### src/rtl/fetch_prefetch_unit.sv
// Instruction-fetch stage: issues word-aligned requests to instruction memory, buffers
// in-order responses in a small prefetch FIFO and hands {instr, pc} to the datapath.
module fetch_prefetch_unit #(
    parameter int                    WIDTH_DATA = 32,
    parameter int                    WIDTH_ADDR = 32,
    parameter logic [WIDTH_ADDR-1:0] RESET_PC   = {WIDTH_ADDR{1'b0}},
    parameter int                    FIFO_DEPTH = 4
) (
    input  logic                  clk,
    input  logic                  rst_n,
    output logic                  imem_req_valid,
    input  logic                  imem_req_ready,
    output logic [WIDTH_ADDR-1:0] imem_req_addr,
    input  logic                  imem_rsp_valid,
    input  logic [WIDTH_DATA-1:0] imem_rsp_data,
    input  logic                  redirect_valid,
    input  logic [WIDTH_ADDR-1:0] redirect_pc,
    output logic                  instr_valid,
    input  logic                  instr_ready,
    output logic [WIDTH_DATA-1:0] instr_data,
    output logic [WIDTH_ADDR-1:0] instr_pc
);

    localparam int AW = $clog2(FIFO_DEPTH);
    localparam int CW = AW + 1;
    localparam logic [CW:0]           OCC_LIMIT = (CW+1)'(FIFO_DEPTH);
    localparam logic [CW-1:0]         CNT_ONE   = CW'(1'b1);
    localparam logic [AW-1:0]         PTR_ONE   = AW'(1'b1);
    localparam logic [WIDTH_ADDR-1:0] PC_STEP   = WIDTH_ADDR'(3'd4);
    localparam logic [WIDTH_ADDR-1:0] LOW_MASK  = WIDTH_ADDR'(2'b11);

    typedef enum logic [1:0] {
        BOOT  = 2'd0,
        FETCH = 2'd1,
        DRAIN = 2'd2
    } fetchState_t;

    function automatic logic [WIDTH_ADDR-1:0] alignPc(input logic [WIDTH_ADDR-1:0] pc);
        return pc & ~LOW_MASK;
    endfunction

    fetchState_t           state_r, nextState_s;
    logic [WIDTH_ADDR-1:0] fetchPc_r, nextFetchPc_s;
    logic [WIDTH_ADDR-1:0] rspPc_r, nextRspPc_s;
    logic [CW-1:0]         outstanding_r, nextOut_s, outNorm_s;
    logic [CW-1:0]         discard_r, nextDisc_s, discNorm_s;
    logic [CW-1:0]         count_r, nextCount_s;
    logic [AW-1:0]         rdPtr_r, nextRdPtr_s;
    logic [AW-1:0]         wrPtr_r, nextWrPtr_s;
    logic [WIDTH_DATA-1:0] dataMem_r [FIFO_DEPTH];
    logic [WIDTH_ADDR-1:0] pcMem_r   [FIFO_DEPTH];

    logic [CW:0] occupancy_s;
    logic        reqValid_s, accept_s, rspDrop_s, rspTake_s, push_s, pop_s;

    // Handshake decode and next-state computation; redirect overrides everything else
    always_comb begin
        occupancy_s   = {1'b0, outstanding_r} + {1'b0, count_r};
        reqValid_s    = (state_r == FETCH) && (occupancy_s < OCC_LIMIT) && !redirect_valid;
        accept_s      = reqValid_s && imem_req_ready;
        rspDrop_s     = imem_rsp_valid && (discard_r != {CW{1'b0}});
        rspTake_s     = imem_rsp_valid && (discard_r == {CW{1'b0}}) && (outstanding_r != {CW{1'b0}});
        push_s        = rspTake_s && !redirect_valid;
        pop_s         = (count_r != {CW{1'b0}}) && instr_ready && !redirect_valid;
        outNorm_s     = outstanding_r + (accept_s ? CNT_ONE : {CW{1'b0}})
                                      - (rspTake_s ? CNT_ONE : {CW{1'b0}});
        discNorm_s    = discard_r - (rspDrop_s ? CNT_ONE : {CW{1'b0}});
        nextOut_s     = outNorm_s;
        nextDisc_s    = discNorm_s;
        nextFetchPc_s = fetchPc_r;
        nextRspPc_s   = rspPc_r;
        nextState_s   = state_r;
        nextCount_s   = count_r;
        nextRdPtr_s   = rdPtr_r;
        nextWrPtr_s   = wrPtr_r;

        if (redirect_valid) begin
            // A response taken this cycle is already out of outNorm_s, so it is not re-counted
            nextOut_s     = {CW{1'b0}};
            nextDisc_s    = discNorm_s + outNorm_s;
            nextFetchPc_s = alignPc(redirect_pc);
            nextRspPc_s   = alignPc(redirect_pc);
            nextCount_s   = {CW{1'b0}};
            nextRdPtr_s   = {AW{1'b0}};
            nextWrPtr_s   = {AW{1'b0}};
            if ((discNorm_s + outNorm_s) != {CW{1'b0}}) begin
                nextState_s = DRAIN;
            end else begin
                nextState_s = FETCH;
            end
        end else begin
            if (accept_s) begin
                nextFetchPc_s = fetchPc_r + PC_STEP;
            end else begin
                nextFetchPc_s = fetchPc_r;
            end
            if (push_s) begin
                nextRspPc_s = rspPc_r + PC_STEP;
                nextWrPtr_s = wrPtr_r + PTR_ONE;
            end else begin
                nextRspPc_s = rspPc_r;
                nextWrPtr_s = wrPtr_r;
            end
            if (pop_s) begin
                nextRdPtr_s = rdPtr_r + PTR_ONE;
            end else begin
                nextRdPtr_s = rdPtr_r;
            end
            case ({push_s, pop_s})
                2'b10:   nextCount_s = count_r + CNT_ONE;
                2'b01:   nextCount_s = count_r - CNT_ONE;
                default: nextCount_s = count_r;
            endcase
            case (state_r)
                BOOT:    nextState_s = FETCH;
                FETCH:   nextState_s = FETCH;
                DRAIN:   nextState_s = (discNorm_s == {CW{1'b0}}) ? FETCH : DRAIN;
                default: nextState_s = BOOT;
            endcase
        end
    end

    // Control and pointer registers
    always_ff @(posedge clk) begin
        if (!rst_n) begin
            state_r       <= BOOT;
            fetchPc_r     <= RESET_PC;
            rspPc_r       <= RESET_PC;
            outstanding_r <= {CW{1'b0}};
            discard_r     <= {CW{1'b0}};
            count_r       <= {CW{1'b0}};
            rdPtr_r       <= {AW{1'b0}};
            wrPtr_r       <= {AW{1'b0}};
        end else begin
            state_r       <= nextState_s;
            fetchPc_r     <= nextFetchPc_s;
            rspPc_r       <= nextRspPc_s;
            outstanding_r <= nextOut_s;
            discard_r     <= nextDisc_s;
            count_r       <= nextCount_s;
            rdPtr_r       <= nextRdPtr_s;
            wrPtr_r       <= nextWrPtr_s;
        end
    end

    // Prefetch storage; cleared on reset so the head reads zero while idle
    always_ff @(posedge clk) begin
        if (!rst_n) begin
            for (int i = 0; i < FIFO_DEPTH; i++) begin
                dataMem_r[i] <= {WIDTH_DATA{1'b0}};
                pcMem_r[i]   <= {WIDTH_ADDR{1'b0}};
            end
        end else if (push_s) begin
            dataMem_r[wrPtr_r] <= imem_rsp_data;
            pcMem_r[wrPtr_r]   <= rspPc_r;
        end
    end

    assign imem_req_valid = reqValid_s;
    assign imem_req_addr  = fetchPc_r;
    assign instr_valid    = (count_r != {CW{1'b0}});
    assign instr_data     = dataMem_r[rdPtr_r];
    assign instr_pc       = pcMem_r[rdPtr_r];

endmodule

### config.mk
export PLATFORM = sky130hd
export DESIGN_NAME = fetch_prefetch_unit
export DESIGN_NICKNAME = d
export VERILOG_FILES = /design/src/rtl/fetch_prefetch_unit.sv
export SDC_FILE = /design/constraint.sdc
export NUM_CORES = 1
export LEC_CHECK = 0
export BUFFER_PORTS_ARGS = -buffer_cell sky130_fd_sc_hd__buf_2
export CAP_MARGIN = 20
export CORE_ASPECT_RATIO = 2
export CORE_UTILIZATION = 53
export DETAILED_ROUTE_END_ITERATION = 12
export PLACE_DENSITY = 0.78
export SETUP_SLACK_MARGIN = 0.5
export SYNTH_ARGS = -nofsm -noshare
export SYNTH_HDL_FRONTEND = slang
export SYNTH_SLANG_ARGS = --single-unit
### constraint.sdc
create_clock -name clk -period 6.3 [get_ports clk]
set_clock_uncertainty 0.2 [all_clocks]
set_input_delay 0.315 -clock clk [delete_from_list [all_inputs] [get_ports clk]]
set_output_delay 0.315 -clock clk [all_outputs]
set_load 0.01 [all_outputs]
==> run_results.csv <==
group,metric,value,unit
yosys,synthCells,1142,
floorplanning,die_h,239,um
routing,routed_wl,34300,um
floorplanning,initial_core_util,54.0,%
yosys,synth_warnings,0,
floorplanning,die_area,28900,sq um
sta,worst_pin_slew,0.971,ns
worst_hold_path,hp-class,"in2reg",
routing,dr.pass1.iters,5,
routing,drc,0,
clock_network,cts_setup_buffers,0,
yosys,synth_edf_count,248,
setup_path,end_kind,"register",
sta,rsz0062_at_grt,"false",
setup_path,start_kind,"register",
power_and_ir_drop,total_power,4.70,mW
sta,fin_crit_sh,67.3,%
clock_network,tritoncts,"built",
cells_and_area,design_area,17600,sq um
sta,drv_slew,0,
cells_and_area,antennaDiodeCount,0,
clock_network,clock_latency,0.55,ns
clock_network,cts-root-buf,"clkbuf_16",
yosys,syn-mean-instance-area,13.1,sq um
power_and_ir_drop,power.leakage,6.82,nW
place,port-buffer-count,161,
setup_path,setup.worst_path.class,"reg2reg",
cells_and_area,drive_gt1_share,22.6,%
clock_network,cts.sinks,325,
global_route,grt_pass1_wl,53200,um
routing,ant_nets,0,
sta,min_period,4.24,ns
place,place.detailed.hpwl,21000,um
floorplanning,core_area,27700,sq um
cells_and_area,final_common_cell,"edfxtp_1",
global_route,grt_pass1_vias,10200,
place,routabilityCongestion,0.863,
setup_path,cp.arrival,4.53,ns
sta,whs,0.0847,ns
floorplanning,pin_count,168,
cells_and_area,layoutNonFillerInstCount,1700,
yosys,yosys_most_used_dff,"edfxtp_1",
clock_network,post_cts_resize_count,0,
yosys,synth_cell_types,61,
setup_path,crit_fanout,32,
power_and_ir_drop,vdd_drop_max,216,uV
yosys,ys_ff_latch,325,
routing,wl_per_cell,20.2,um
global_route,grt_max_degree,67,
clock_network,cts_buffers,27,
routing,vias,10000,
place,placed_area,16000,sq um
cells_and_area,final_cell_mix,"248 x edfxtp_1, 184 x and2_1, 161 x buf_2",
clock_network,clkTransAtPathRegs,0.08,ns
global_route,grt-ovfl-total,0,
global_route,antenna_found_initial,1,
yosys,seq_area_frac_synth,60.1,%
floorplanning,num_rows,86,
clock_network,h-tree-depth,1,
cells_and_area,utilization,63.7,%
clock_network,clock_path_buffers,3,
sta,max_freq,236,MHz
routing,vias_per_cell,5.89,
sta,maxSlewHeadroom,35.1,%
floorplanning,dieWidth,121,um
cells_and_area,final_nets,1411,
yosys,ys_async_sr_fraction,0,%
global_route,grt_usage,24.2,%
yosys,synth_area,14900,sq um
job,cap_violations,0,
place,placed_cells,1588,
status,outcome,"finished clean",
sta,setup_viol,0,
power_and_ir_drop,cellPowerDensity,267,nW/um^2
routing,drt_iter0_markers,626,
cells_and_area,area_growth,17.8,%
sta,hold_viol_final,0,
setup_path,cp.required,6.59,ns
-- area by class of cell --
| type | count | area, sq um |
|---|---|---|
| clock buffer | 29 | 703 |
| clock inverter | 20 | 230 |
| fill | 2012 | 10000 |
| inverter | 20 | 75.1 |
| multi-input combinational | 715 | 5570 |
| sequential | 325 | 8990 |
| tap | 352 | 440 |
| timing repair buffer | 239 | 1600 |
-- worst max-delay path, stage by stage (launching register included) --
cell and delay, ns:
dfxtp_1 0.36, nor4b_4 0.38, and2_2 0.69, ha_1 0.35
inv_1 0.05, ha_1 0.12, inv_1 0.05, fa_1 0.50
inv_1 0.06, fa_1 0.43, xnor2_1 0.24, nor2_1 0.06
o41ai_1 0.46, o211a_1 0.22
-- synth_stat cells, drive strengths merged, types with 4 or more instances --
master,instances,share of area (%)
a21boi,4,0.20
a21oi,50,1.7
a22oi,5,0.25
a31oi,10,0.42
and2,185,7.7
and3,69,2.9
and4,8,0.47
buf,34,1.2
clkbuf,51,1.4
dfxtp,77,10
edfxtp,248,50
ha,10,0.84
inv,20,0.50
mux2i,4,0.27
mux4,62,9.3
nand2,40,1.0
nand3,27,0.90
nand4,27,1.3
nor2,47,1.2
nor3,22,0.85
nor4,9,0.62
o21ai,44,1.5
or3,8,0.33
xnor2,17,1.0
xor2,25,1.5
-- through the flow --
stage	TNS, ns	setup WS, ns
after floorplan	-21.71	-0.117
after global placement	0	1.81
after detailed placement	0	1.76
after CTS	0	2.06
after global routing	0	1.82
final	0	2.06
-- flip-flops by register name, indices dropped and copies added, names as in the netlist, named ones only --
register,count
state_r,2
rspPc_r,30
imem_req_addr,30
discard_r,3
outstanding_r,3
pcMem_r,120
rdPtr_r,2
count_r,3
dataMem_r,128
wrPtr_r,2
-- cell families after synthesis --
kind of cell,after synthesis,share of synthesized area (%)
AO/OA/AOI/OAI,139,5.48
flip-flops,325,60.1
buffers and inverters,105,3.09
AND/OR/NAND/NOR,449,17.7
other,1,0.0251
XOR/XNOR,43,2.61
adder cells (fa/ha/maj),13,1.24
multiplexers,67,9.69
-- worst paths after layout --
check                                  start          to  slack, ns  cells past startpoint
worst max-delay path            discard_r[0]  state_r[0]       2.06                     13
worst min register to register    count_r[2]  count_r[2]       0.30                      2
worst min-delay path             instr_ready  rdPtr_r[0]       0.08                      4
worst max register to register  discard_r[0]  state_r[0]       2.06                     13
-- where the power goes --
group	switching (mW)	total, mW	internal [mW]
logic	0.271	0.471	0.201
clock network	0.741	1.75	1.01
registers	0.0768	2.48	2.40
-- timing repair --
action	4_1_cts	5_1_grt
hold buffers	62	0
endpoints found under the setup margin	0	0
endpoints found under the hold margin	188	0
-- routing by layer --
metal | vias to the layer above | share of wire, % | GRT usage (%)
met4 | 0 | 3.8 | 11.9
met1 | 4959 | 37 | 26.5
met3 | 83 | 4.4 | 2.10
met5 | - | 0 | 0
li1 | 4588 | - | -
met2 | 381 | 55 | 45.9
(Power assumes the default switching activity.)
